<file path="config.mk">
export PLATFORM = sky130hd
export DESIGN_NAME = spi_link
export DESIGN_NICKNAME = d
export VERILOG_FILES = /design/src/rtl/spi_link.sv
export SDC_FILE = /design/constraint.sdc
export NUM_CORES = 1
export LEC_CHECK = 0
export CAP_MARGIN = 10
export CORE_ASPECT_RATIO = 0.9
export CORE_MARGIN = 2
export CORE_UTILIZATION = 40
export CTS_BUF_LIST = sky130_fd_sc_hd__clkbuf_8
export CTS_CLUSTER_DIAMETER = 200
export CTS_CLUSTER_SIZE = 28
export DETAILED_ROUTE_END_ITERATION = 6
export GPL_TIMING_DRIVEN = 0
export PLACE_DENSITY = 0.69
export SLEW_MARGIN = 20
export SYNTH_ARGS = -nofsm -noshare
export SYNTH_HDL_FRONTEND = slang
export SYNTH_SLANG_ARGS = --single-unit
</file>
<file path="constraint.sdc">
create_clock -name clk -period 4.3 [get_ports clk]
set_input_delay 0.86 -clock clk [delete_from_list [all_inputs] [get_ports clk]]
set_output_delay 0.86 -clock clk [all_outputs]
set_load 0.02 [all_outputs]
</file>
<file path="src/rtl/spi_link.sv">
// ============================================================================
// Module   : spi_link
// Purpose  : Mode-0 SPI master and slave joined internally; full-duplex byte swap
// Revision : 1.0
// ============================================================================
`default_nettype none

module spi_link #(
    parameter int DATA_W  = 8,
    parameter int CLK_DIV = 2
) (
    input  logic              clk,
    input  logic              rst,
    input  logic              start,
    input  logic [DATA_W-1:0] master_data_in,
    input  logic [DATA_W-1:0] slave_data_in,
    output logic [DATA_W-1:0] master_data_out,
    output logic [DATA_W-1:0] slave_data_out,
    output logic              done,
    output logic              busy,
    output logic              cs,
    output logic              sclk,
    output logic              mosi,
    output logic              miso
);

    localparam int CNT_W = $clog2(CLK_DIV + 1);
    localparam int BIT_W = $clog2(DATA_W + 1);

    localparam logic [CNT_W-1:0] c_DIV_MAX  = CNT_W'(CLK_DIV - 1);
    localparam logic [CNT_W-1:0] c_DIV_ONE  = CNT_W'(1);
    localparam logic [BIT_W-1:0] c_LAST_BIT = BIT_W'(DATA_W - 1);
    localparam logic [BIT_W-1:0] c_BIT_ONE  = BIT_W'(1);

    localparam logic [1:0] c_IDLE   = 2'd0;
    localparam logic [1:0] c_XFER   = 2'd1;
    localparam logic [1:0] c_FINISH = 2'd2;

    // Master registers
    logic [1:0]        r_state,    w_state_nxt;
    logic [CNT_W-1:0]  r_div_cnt,  w_div_nxt;
    logic [BIT_W-1:0]  r_fall_cnt, w_fall_nxt;
    logic [DATA_W-1:0] r_tx,       w_tx_nxt;
    logic [DATA_W-1:0] r_rx,       w_rx_nxt;
    logic [DATA_W-1:0] r_mdata,    w_mdata_nxt;
    logic              r_cs,       w_cs_nxt;
    logic              r_sclk,     w_sclk_nxt;
    logic              r_mosi,     w_mosi_nxt;
    logic              r_busy,     w_busy_nxt;
    logic              r_done,     w_done_nxt;

    // Slave registers
    logic              r_cs_d;
    logic              r_sclk_d;
    logic [DATA_W-1:0] r_stx;
    logic [DATA_W-1:0] r_srx;
    logic [DATA_W-1:0] r_sdata;
    logic [BIT_W-1:0]  r_sbit;
    logic              r_miso;

    always_ff @(posedge clk) begin
        if (!rst) begin
            r_state    <= c_IDLE;
            r_div_cnt  <= '0;
            r_fall_cnt <= '0;
            r_tx       <= '0;
            r_rx       <= '0;
            r_mdata    <= '0;
            r_cs       <= 1'b1;
            r_sclk     <= 1'b0;
            r_mosi     <= 1'b0;
            r_busy     <= 1'b0;
            r_done     <= 1'b0;
        end else begin
            r_state    <= w_state_nxt;
            r_div_cnt  <= w_div_nxt;
            r_fall_cnt <= w_fall_nxt;
            r_tx       <= w_tx_nxt;
            r_rx       <= w_rx_nxt;
            r_mdata    <= w_mdata_nxt;
            r_cs       <= w_cs_nxt;
            r_sclk     <= w_sclk_nxt;
            r_mosi     <= w_mosi_nxt;
            r_busy     <= w_busy_nxt;
            r_done     <= w_done_nxt;
        end
    end

    always_comb begin
        w_state_nxt = r_state;
        w_div_nxt   = r_div_cnt;
        w_fall_nxt  = r_fall_cnt;
        w_tx_nxt    = r_tx;
        w_rx_nxt    = r_rx;
        w_mdata_nxt = r_mdata;
        w_cs_nxt    = r_cs;
        w_sclk_nxt  = r_sclk;
        w_mosi_nxt  = r_mosi;
        w_busy_nxt  = r_busy;
        w_done_nxt  = 1'b0;

        case (r_state)
            c_IDLE: begin
                w_cs_nxt   = 1'b1;
                w_sclk_nxt = 1'b0;
                if (start) begin
                    w_state_nxt = c_XFER;
                    w_tx_nxt    = master_data_in;
                    w_rx_nxt    = '0;
                    w_div_nxt   = '0;
                    w_fall_nxt  = '0;
                    w_cs_nxt    = 1'b0;
                    w_busy_nxt  = 1'b1;
                    w_mosi_nxt  = master_data_in[DATA_W-1];
                end
            end
            c_XFER: begin
                if (r_div_cnt == c_DIV_MAX) begin
                    w_div_nxt  = '0;
                    w_sclk_nxt = ~r_sclk;
                    if (!r_sclk) begin
                        w_rx_nxt = {r_rx[DATA_W-2:0], r_miso};
                    end else begin
                        w_fall_nxt = r_fall_cnt + c_BIT_ONE;
                        w_tx_nxt   = r_tx << 1;
                        w_mosi_nxt = r_tx[DATA_W-2];
                        // Last falling edge closes the frame in the same cycle so cs stays low 2*DATA_W*CLK_DIV cycles
                        if (r_fall_cnt == c_LAST_BIT) begin
                            w_state_nxt = c_FINISH;
                            w_cs_nxt    = 1'b1;
                            w_mosi_nxt  = 1'b0;
                            w_busy_nxt  = 1'b0;
                            w_done_nxt  = 1'b1;
                            w_mdata_nxt = r_rx;
                        end
                    end
                end else begin
                    w_div_nxt = r_div_cnt + c_DIV_ONE;
                end
            end
            c_FINISH: begin
                w_state_nxt = c_IDLE;
            end
            default: begin
                w_state_nxt = c_IDLE;
            end
        endcase
    end

    // Slave works one cycle behind the bus using delayed copies of cs/sclk
    always_ff @(posedge clk) begin
        if (!rst) begin
            r_cs_d   <= 1'b1;
            r_sclk_d <= 1'b0;
            r_stx    <= '0;
            r_srx    <= '0;
            r_sdata  <= '0;
            r_sbit   <= '0;
            r_miso   <= 1'b0;
        end else begin
            r_cs_d   <= r_cs;
            r_sclk_d <= r_sclk;
            if (r_cs) begin
                r_miso <= 1'b0;
            end else if (r_cs_d) begin
                r_stx  <= slave_data_in;
                r_miso <= slave_data_in[DATA_W-1];
                r_sbit <= '0;
            end else if (r_sclk && !r_sclk_d) begin
                r_srx  <= {r_srx[DATA_W-2:0], r_mosi};
                r_sbit <= r_sbit + c_BIT_ONE;
                if (r_sbit == c_LAST_BIT) begin
                    r_sdata <= {r_srx[DATA_W-2:0], r_mosi};
                end
            end else if (!r_sclk && r_sclk_d) begin
                r_stx  <= r_stx << 1;
                r_miso <= r_stx[DATA_W-2];
            end
        end
    end

    assign master_data_out = r_mdata;
    assign slave_data_out  = r_sdata;
    assign done            = r_done;
    assign busy            = r_busy;
    assign cs              = r_cs;
    assign sclk            = r_sclk;
    assign mosi            = r_mosi;
    assign miso            = r_miso;

endmodule

`default_nettype wire

</file>
Yosys cells after proc, flatten, opt, wreduce, memory -nomap -nowiden
Index checks and enable logic that the tools add are counted.

Input bits: 19. Register bits: 65. Logic and storage cells: 104.

Mux-type cells: 46. Reduce and logical (&&, ||, !) cells: 23. Add/subtract/negate cells: 3. Bitwise logic cells: 4. Eq/ne operators: 10.

Operator list (number): $mux W7 (6); $reduce_and A4 Y1 (7); $mux W8 (3); $mux W4 (5); $mux W1 (17); $pmux W8 S2 (1); $pmux W7 S2 (1); $mux W2 (6); $ne A2 B2 Y1 const B (6); $add A4 B1 Y4 const B (2); $eq A4 B3 Y1 const B (2); $pmux W1 S2 (4); $pmux W2 S2 (2); $pmux W4 S2 (1); $reduce_and A2 Y1 (4); $reduce_and A3 Y1 (2); $reduce_bool A2 Y1 (3); $reduce_and A5 Y1 (1); $eq A2 B1 Y1 const B (2); $not A1 Y1 (4); $add A2 B1 Y2 const B (1); $logic_and A1 B1 Y1 (2); $logic_not A1 Y1 (2); $logic_not A2 Y1 (1); $reduce_or A2 Y1 (1).

Logic depth before layout (Yosys ltp)
Gate-level depths: netlist (run 1).

Depth after elaboration: 5. Depth in mapped cells: 6. Mapped depth without buffers: 5.

Least setup slack after synthesis (run 1)
No wires, ideal clock.

Path type: input to register. Start point: in rst. End point: reg r_rx[0]. Library setup time: 0.060 ns. Path slack: 2.398 ns. Data arrival time: 1.841 ns. Cell stages on the path: 4. Required time: 4.240 ns. Cells stage by stage: clkbuf_1 -> inv_1 -> nor4_2 -> a22o_1.

RTL lines: from (decl) (line 13) `input logic rst,`; to (signal assigned) (line 79) `r_rx <= w_rx_nxt;`; to (decl) (line 44) `logic [DATA_W-1:0] r_rx, w_rx_nxt;`.

Final worst setup path (run 1)
Start point: in start. End point: reg r_tx[4].

Cells in the longest elaborated chain, start to end: 2.

RTL lines: from (decl) (line 14) `input logic start,`; $ne A2 B2 Y1 (no source line); $reduce_and A4 Y1 (no source line); to (signal assigned) (line 78) `r_tx <= w_tx_nxt;`; to (decl) (line 43) `logic [DATA_W-1:0] r_tx, w_tx_nxt;`.

No other way between the ends. A chain may end at the register's enable or synchronous reset.

==> results of run 1 <==
-- tightest hold or removal path: stages, from the launching register on --
cell,delay (ps)
dfxtp_1,310
nand2_1,50
o21ai_0,50
-- per-stage QoR --
| stage | std cells | util | power (mW) | area (sq um) | hold WS, ps |
|---|---|---|---|---|---|
| finish | 434 | 0.530 | 1.19 | 3290 | 456 |
| global route | 434 | 0.530 | 1.24 | 3290 | 483 |
| CTS | 434 | 0.530 | 1.21 | 3290 | 461 |
| detailed placement | 419 | 0.501 | 0.739 | 3110 | 452 |
| floorplan | 293 | - | 0.701 | 2620 | 426 |
| global placement | 419 | 0.501 | 0.738 | 3110 | 442 |
-- power groups by stage --
| stage | clock network (mW) | registers (mW) | logic [mW] |
|---|---|---|---|
| 5_1_grt | 0.507 | 0.629 | 0.109 |
| 3_3_place_gp | 0 | 0.641 | 0.0969 |
| 4_1_cts | 0.480 | 0.628 | 0.0984 |
| 3_5_place_dp | 0 | 0.641 | 0.0980 |
| 6_report | 0.463 | 0.628 | 0.0981 |
| 2_1_floorplan | 0 | 0.641 | 0.0597 |
-- state kept, by name, indices dropped and copies added (netlist names), 2 cells and up --
name,flops
master_data_out,8
r_rx,8
slave_data_out,8
r_srx,7
r_stx,7
r_tx,7
r_fall_cnt,4
r_sbit,4
r_div_cnt,2
r_state,2
-- path summary, 6_finish.rpt --
path | startpoint | endpoint | slack, ps | cells past startpoint
worst max-delay path | start | r_tx[4] | 1960 | 6
worst max register to register | sclk | master_data_out[6] | 2400 | 6
worst min-delay path | master_data_out[6] | master_data_out[6] | 460 | 2
worst min register to register | master_data_out[6] | master_data_out[6] | 460 | 2
-- cell usage in the layout (no fill, tap or decap) --
cell,instances
or4b_4,1
nor3_2,2
o311a_1,1
a311oi_1,1
buf_6,2
nor2_1,33
nor3_1,2
a211oi_1,15
inv_1,5
clkdlybuf4s50_1,39
nand3b_1,3
o31ai_1,1
o32ai_1,2
nor4b_1,2
nand3_1,19
xnor2_1,3
nor2b_1,2
dfxtp_1,65
buf_1,2
nand2_1,36
nand2b_1,8
clkinv_2,3
nor3b_1,1
o21ai_0,21
clkbuf_1,7
a2bb2oi_1,1
buf_2,7
a22o_1,8
mux2i_1,13
ha_1,2
a22oi_1,1
nor4_2,1
nor3_4,1
clkbuf_8,12
nand4b_1,1
mux2_2,1
a21oi_1,22
a21o_1,1
-- layout make-up --
| cell class | instances | area, sq um |
|---|---|---|
| Sequential cell | 65 | 1300 |
| Fill cell | 608 | 2920 |
| Inverter | 5 | 18.8 |
| Buffer | 18 | 91.3 |
| Clock inverter | 3 | 15.0 |
| Clock buffer | 12 | 165 |
| Timing Repair Buffer | 39 | 390 |
| Multi-Input combinational cell | 205 | 1200 |
| Tap cell | 87 | 109 |
-- kinds of logic after synthesis --
logic type	share of synthesized area
AOI/OAI and AO/OA	0.178
xor gates and xnor gates	0.0100
muxes	0.0541
and+or+nand+nor	0.209
buffers and inverters	0.0421
DFF	0.498
adders and majority gates	0.00957
-- metal layers --
| layer | global-route usage | wire, microns |
|---|---|---|
| met3 | 0.0524 | 350 |
| met4 | 0.0627 | 82 |
| met2 | 0.260 | 2430 |
| met5 | 0 | 0 |
| met1 | 0.226 | 2680 |
==> metrics, run 1 <==
final hold vios 0; vias in the first global route 2,075; initial antenna violation count 0; Mapped Nets 314; I/O pin total 41; biggest area consumer among synthesized cells dfxtp_1; clock network power share 0.390; global-route wire length before repair 9.48 mm; Post-Route Setup TNS 0 ps; layout cells sized above 1 0.0865; CTS hold repair buffers 0; largest net degree at the start of global routing 11; final worst-path cycle share 0.544; total number of vias 2,232; most common cell in the netlist dfxtp_1; max cap viols 0; DP Wirelength 3.94 mm; Setup Skew 8.62 ps; CTS tree done; routability congestion estimate 0.872; vias per inst 5.14; Post-synth EDFFs 0; Post-synth top flop dfxtp_1; # setup viols final 0; Max Freq 428 MHz; FP Rows 27; min cycle time layout 2340 ps; wire per inst 12.8 microns; I/O Buffers 39; Clock Sinks 65; Die X 89.2 microns; relative slew slack 0.487; Worst-Margin Slew 763 ps; Clock Path Buffers 2; routed wire length 5.54 mm; Synth cell types 35; top-area cell type share of the netlist area 0.498; DIE AREA 7200 sq um; Detailed Routing Iterations Pass 1 5; Hold WC Path Type reg -> reg; WS Path Type in -> reg; status finished clean; Net Sw Power 277 uW; Worst Setup Slack, final 1960 ps; Max VDD drop 204 uV; Num CTS Buffers 9; P_int 913 uW; Critical Path Max Stage Delay 520 ps; ant diodes 0; CP max-delay cell clkdlybuf4s50_1; Synth async-reset ratio 0; cell-by-cell trace of the critical path clkdlybuf4s50_1, nand2b_1, a21oi_1, buf_2, nor2_1, a211oi_1; clock latency on the worst-skew pair 330 ps; WP data arrival 2580 ps; post-synthesis sequential area ratio 0.498; PostCTS Resize Cnt 0; mapped cell area 2620 sq um; Seq pwr share 0.528; CP Max Fanout 10; Layout area overhead 26.0%; Cell Pwr Density 361 nW/um^2; antenna-violating nets left 0; CTS clk-pin slew, worst paths 60 ps; DRC violations left 0; Crit path required time 4540 ps; core area 6220 sq um; synthesized flop and latch total 65; switch share 0.233; nets 364; Post-Synthesis Cells 293; CP endpoint kind flip-flop; leak pwr 1.19 nW; Die Y 80.7 microns; yosys warns 0; GR Overflow Total 0; Post-synth top cells dfxtp_1, nand2_1, nor2_1, a21oi_1, o21ai_0; Worst setup SP type primary input; Mean Syn Cell Area 8.92 sq um; unrepaired setup endpoints after global routing false; All-Layer GR Usage 0.170; root buf cell clkbuf_8; Post-CTS Setup Inserts 0; CP delay by family, top buffers and inverters; combinational power share 0.082; Crit path buffers/inverters 2; pre-CTS setup slack 1640 ps; max-slew violations 0; DRT iter0 DRCs 195; Initial Utilization 0.421; Synth area leaders dfxtp_1, nand2_1, mux2i_1; htree depth 3
Power figures use the tool's default switching activity.
==> run 2, diff against run 1 <==
==> constraint.sdc (replaced) <==
create_clock -name clk -period 2.3 [get_ports clk]
set_input_delay 0.46 -clock clk [delete_from_list [all_inputs] [get_ports clk]]
set_output_delay 0.46 -clock clk [all_outputs]
set_load 0.02 [all_outputs]
==> results of run 2 <==
Same layout as run 1 (identical final DEF). Status: finished clean.
Among the figures that moved: setup slack after placement 1640 ps -> 41.8 ps; setup slack after layout 1960 ps -> 361 ps; hold slack 456 ps -> 432 ps; register-to-register setup slack 2400 ps -> 400 ps; end point of the worst hold path master_data_out[6] -> r_cs_d; total power 1.19 mW -> 2.22 mW; worst IR drop on VDD 204 uV -> 381 uV
==> run 3, diff against run 2 <==
==> constraint.sdc (replaced) <==
create_clock -name clk -period 1.8 [get_ports clk]
set_input_delay 0.36 -clock clk [delete_from_list [all_inputs] [get_ports clk]]
set_output_delay 0.36 -clock clk [all_outputs]
set_load 0.02 [all_outputs]
==> run 3 against run 2 <==
Against the previous run:
- clock skew down 0.53 ps
- combinational power up 30%
- count of clock-buffer cells in the layout unchanged
- cell area up 2.4%
- non-clock buffer count up 7
- flip-flop and latch count unchanged
- core utilization up 1.3 points
- wire length up 2.6%
- die area unchanged
- largest power group unchanged
- first-iteration DRC count up 14%
- total power up 28%
==> metrics, run 3 (synthesis gave the netlist of run 1 again) <==
status finished clean; CP Max Fanout 4; All-Layer GR Usage 0.171; ant diodes 0; # setup viols final 0; Clock Sinks 65; initial antenna violation count 0; Die Y 80.7 microns; Setup Skew 8.08 ps; wire per inst 12.9 microns; layout cells sized above 1 0.113; Crit path buffers/inverters 1; Worst-Margin Slew 745 ps; vias in the first global route 2,075; Critical Path Max Stage Delay 630 ps; final core area utilization 0.543; GR Overflow Total 0; Initial Utilization 0.421; Cell Pwr Density 842 nW/um^2; Clock Path Buffers 2; Final Instance Area 3370 sq um; total number of vias 2,276; max-slew violations 0; antenna-violating nets left 0; I/O Buffers 39; WS Path Type reg -> out; core area 6220 sq um; routed wire length 5.69 mm; pre-CTS setup slack -358 ps; DRT iter0 DRCs 222; Post-DP Area 3110 sq um; Hold WC Path Type in -> reg; DRC violations left 0; min cycle time layout 1740 ps; global-route wire length before repair 9.54 mm; final worst-path cycle share 0.968; final hold vios 0; Layout area overhead 29.0%; Worst setup SP type flip-flop; clock latency on the worst-skew pair 330 ps; Detailed Routing Iterations Pass 1 4; Max VDD drop 487 uV; largest net degree at the start of global routing 11; CP max-delay cell clkdlybuf4s50_1; nets 371; WHS 344 ps; Die X 89.2 microns; cell-by-cell trace of the critical path clkdlybuf4s50_1; CP endpoint kind output pin; CP delay by family, top buffers and inverters; Num CTS Buffers 9; relative slew slack 0.499; CTS hold repair buffers 0; WP data arrival 1380 ps; Max Freq 574 MHz; most common cell after layout, fill and taps aside dfxtp_1; FP Rows 27; vias per inst 5.16; CTS tree done; routability congestion estimate 0.872; root buf cell clkbuf_8; Post-Route Setup TNS 0 ps; Worst Setup Slack, final 58.1 ps; DP Wirelength 3.94 mm; Crit path required time 1440 ps; leak pwr 1.24 nW; I/O pin total 41; commonest cells after routing, fill and taps aside dfxtp_1, clkdlybuf4s50_1, nand2_1; htree depth 3; max cap viols 0; DIE AREA 7200 sq um; CTS clk-pin slew, worst paths 70 ps
run 3: changes by cell type in the layout (fill, tap and decap cells not counted), sizes merged:
| cell | change |
|---|---|
| clkbuf | +1 |
| buf | +6 |
| dlygate4sd2 | +1 |
| clkdlybuf4s50 | -1 |
run 3: worst reg2reg max path, delay by kind of cell (launching register included):
kind,cells,cell delay [ps]
compound gates,1,90
buf+inv,2,350
flops,1,310
simple gates,2,830
run 3: stage by stage:
step                cells  total power [mW]
floorplan             293              1.67
global placement      419              1.76
detailed placement    419              1.77
CTS                   434              2.88
global route          441              2.98
finish                441              2.84
run 3: area by class of cell:
| type | instances | area, sq um |
|---|---|---|
| clock inverters | 3 | 15.0 |
| plain buffers | 18 | 100 |
| repair buffers | 46 | 439 |
| inverters | 5 | 18.8 |
| clock buffers | 12 | 165 |
| multi-input cells | 205 | 1220 |
| well taps | 87 | 109 |
| fillers | 598 | 2840 |
| flip-flops and latches | 65 | 1300 |
run 3: report_power, final:
group          total, mW  internal, mW  leakage (nW)  switching [mW]
sequential          1.50          1.47         0.528          0.0257
clock               1.10         0.597        0.0980           0.507
combinational      0.237         0.109         0.613           0.128
run 3: metal layers:
metal | GRT usage | vias up | part of all wire
li1 | - | 1152 | -
met1 | 0.228 | 1058 | 0.48
met2 | 0.261 | 59 | 0.46
met3 | 0.0504 | 7 | 0.049
met4 | 0.0627 | 0 | 0.014
met5 | 0 | - | 0
run 3: repair_timing:
item                       4_1_cts  5_1_grt
resized for setup                3        7
setup endpoints to repair       14       27
cloned                           0        1
pin swaps                        1        3
buffers inserted                 0        6
run 3: path summary, 6_finish.rpt:
path                                         start                  to  slack (ps)  depth (start not counted)
worst max-delay path                          mosi                mosi          60                          1
worst min-delay path                           rst              r_cs_d         340                          2
worst max register to register              r_cs_d   slave_data_out[4]         110                          5
worst min register to register  master_data_out[6]  master_data_out[6]         460                          2
==> RTL edit, RTL diff (settings of run 1) <==
Compare `r_fall_cnt` against `c_LAST_BIT` with >= in place of ==.
--- a/src/rtl/spi_link.sv
+++ b/src/rtl/spi_link.sv
@@ -125,7 +125,7 @@
                         w_tx_nxt   = r_tx << 1;
                         w_mosi_nxt = r_tx[DATA_W-2];
                         // Last falling edge closes the frame in the same cycle so cs stays low 2*DATA_W*CLK_DIV cycles
-                        if (r_fall_cnt == c_LAST_BIT) begin
+                        if (r_fall_cnt >= c_LAST_BIT) begin
                             w_state_nxt = c_FINISH;
                             w_cs_nxt    = 1'b1;
                             w_mosi_nxt  = 1'b0;
Formal check against the unedited RTL: no difference found for any inputs over 10 cycles, from zero or initial values and one cycle with rst low; that may be too few to reach the edited logic, so the function may still have changed.
==> RTL edit against run 1 <==
  * Global-route usage decreased by 0.18 points
  * Power increased by 5.1%
  * Die area up 0.73%
  * Routed wire length shrank 0.11%
  * Sequential cell count unchanged
  * Sequential power about the same
  * Setup slack got worse by 0.037 ns
  * Area after synthesis grew 0.77%
  * Clock power up 14%
  * Cell area increased by 1.8%
  * Final cell count rose by 0.23%
  * Largest power group unchanged
==> RTL edit: results (changes against run 1) <==
Status
  – Status: complete, no violations

Placement
  – Port Buffers: 40 (+2.6%)
  – Post-Place Setup Slack: 1.801 ns (+0.1589 ns)
  – DPL Wire Length: 3.856 mm (-2.1%)

Setup path
  – CP peak stage delay: 0.68 ns (+0.16 ns)
  – FF-to-FF setup slack: 2.51 ns (+0.11 ns)

Global routing
  – First-pass GRT wire length: 9.273 mm (-2.2%)
  – Largest net degree at the start of global routing: 13 (+2)
  – Global Route met1 Usage: 22.15% (-0.43 points)
  – GRT Util Overall: 16.84% (-0.18 points)
  – Met3 global-route usage: 6.707% (+1.5 points)

Cells and area
  – Final nets: 361 (-0.82%)
  – Share of cells above drive strength 1: 8.406% (-0.24 points)

Route
  – Met2 WL: 2.373 mm (-2.3%)
  – Met3 Wirelength: 288 µm (-18%)
  – Via count: 2,216 (-0.72%)
  – M1 WL: 2.795 mm (+4.3%)
  – Via/cell ratio: 5.094 (-0.95%)
  – Initial DRC Count: 124 (-36%)

Timing
  – PnR worst setup slack: 1.924 ns (-0.03719 ns)
  – WHS: 0.4574 ns (+0.001745 ns)
  – Layout Skew: 0.009551 ns (+0.0009354 ns)

Synthesis
  – Synth unique cells: 40 (+14%)
  – Synth top area cells: dfxtp_1 49%, nand2_1 7.5%, mux2i_1 4.6%

Hold path
  – Hold endpoint: master_data_out[0]

Power and ir drop
  – LEAKAGE: 1.362 nW (+15%)
RTL edit: changes by cell type after synthesis, moves of 3 or more:
cell	delta
and2_1	+4
nor2_1	-20
a211oi_1	-12
nor2b_1	+3
nand2_1	+17
a21oi_1	-12
buf_2	-3
o211a_1	+12
clkbuf_1	+3
a21boi_0	+10
nand2b_1	-3
RTL edit: final cells by class:
| class | count | area [µm²] |
|---|---|---|
| Buffer | 18 | 83.83 |
| Inverter | 5 | 18.77 |
| Clock buffer | 10 | 137.6 |
| Tap cell | 90 | 112.6 |
| Sequential cell | 65 | 1301 |
| Clock inverter | 6 | 67.56 |
| Fill cell | 624 | 3128 |
| Multi-Input combinational cell | 201 | 1231 |
| Timing Repair Buffer | 40 | 400.4 |
RTL edit: power breakdown:
group	internal, mW	switching [mW]	leakage [nW]	total (mW)
Combinational	0.0454	0.0468	0.736	0.0922
Clock	0.284	0.246	0.0985	0.530
Sequential	0.616	0.0112	0.528	0.628
Total	0.946	0.304	1.36	1.25
RTL edit: how the worst max path moves through the flow:
stage	to	slack (ns)	cells past startpoint	startpoint
floorplan	slave_data_out[4]	2.59	6	sclk
finish	cs	1.92	1	cs
global placement	r_div_cnt[0]	1.80	4	rst
CTS	cs	1.91	1	cs
global route	cs	1.86	1	cs
detailed placement	busy	1.80	5	rst
RTL edit: kinds of logic (layout without fill, tap and decap cells):
logic type	count (synthesis)	after routing	synth area share, %
AO/OA/AOI/OAI	76	76	20.23
multiplexers	12	12	4.559
XOR/XNOR	1	1	0.3324
adder cells (fa/ha/maj)	2	2	0.9495
buffers and inverters	23	79	3.894
AND/OR/NAND/NOR	110	110	20.65
flip-flops	65	65	49.38
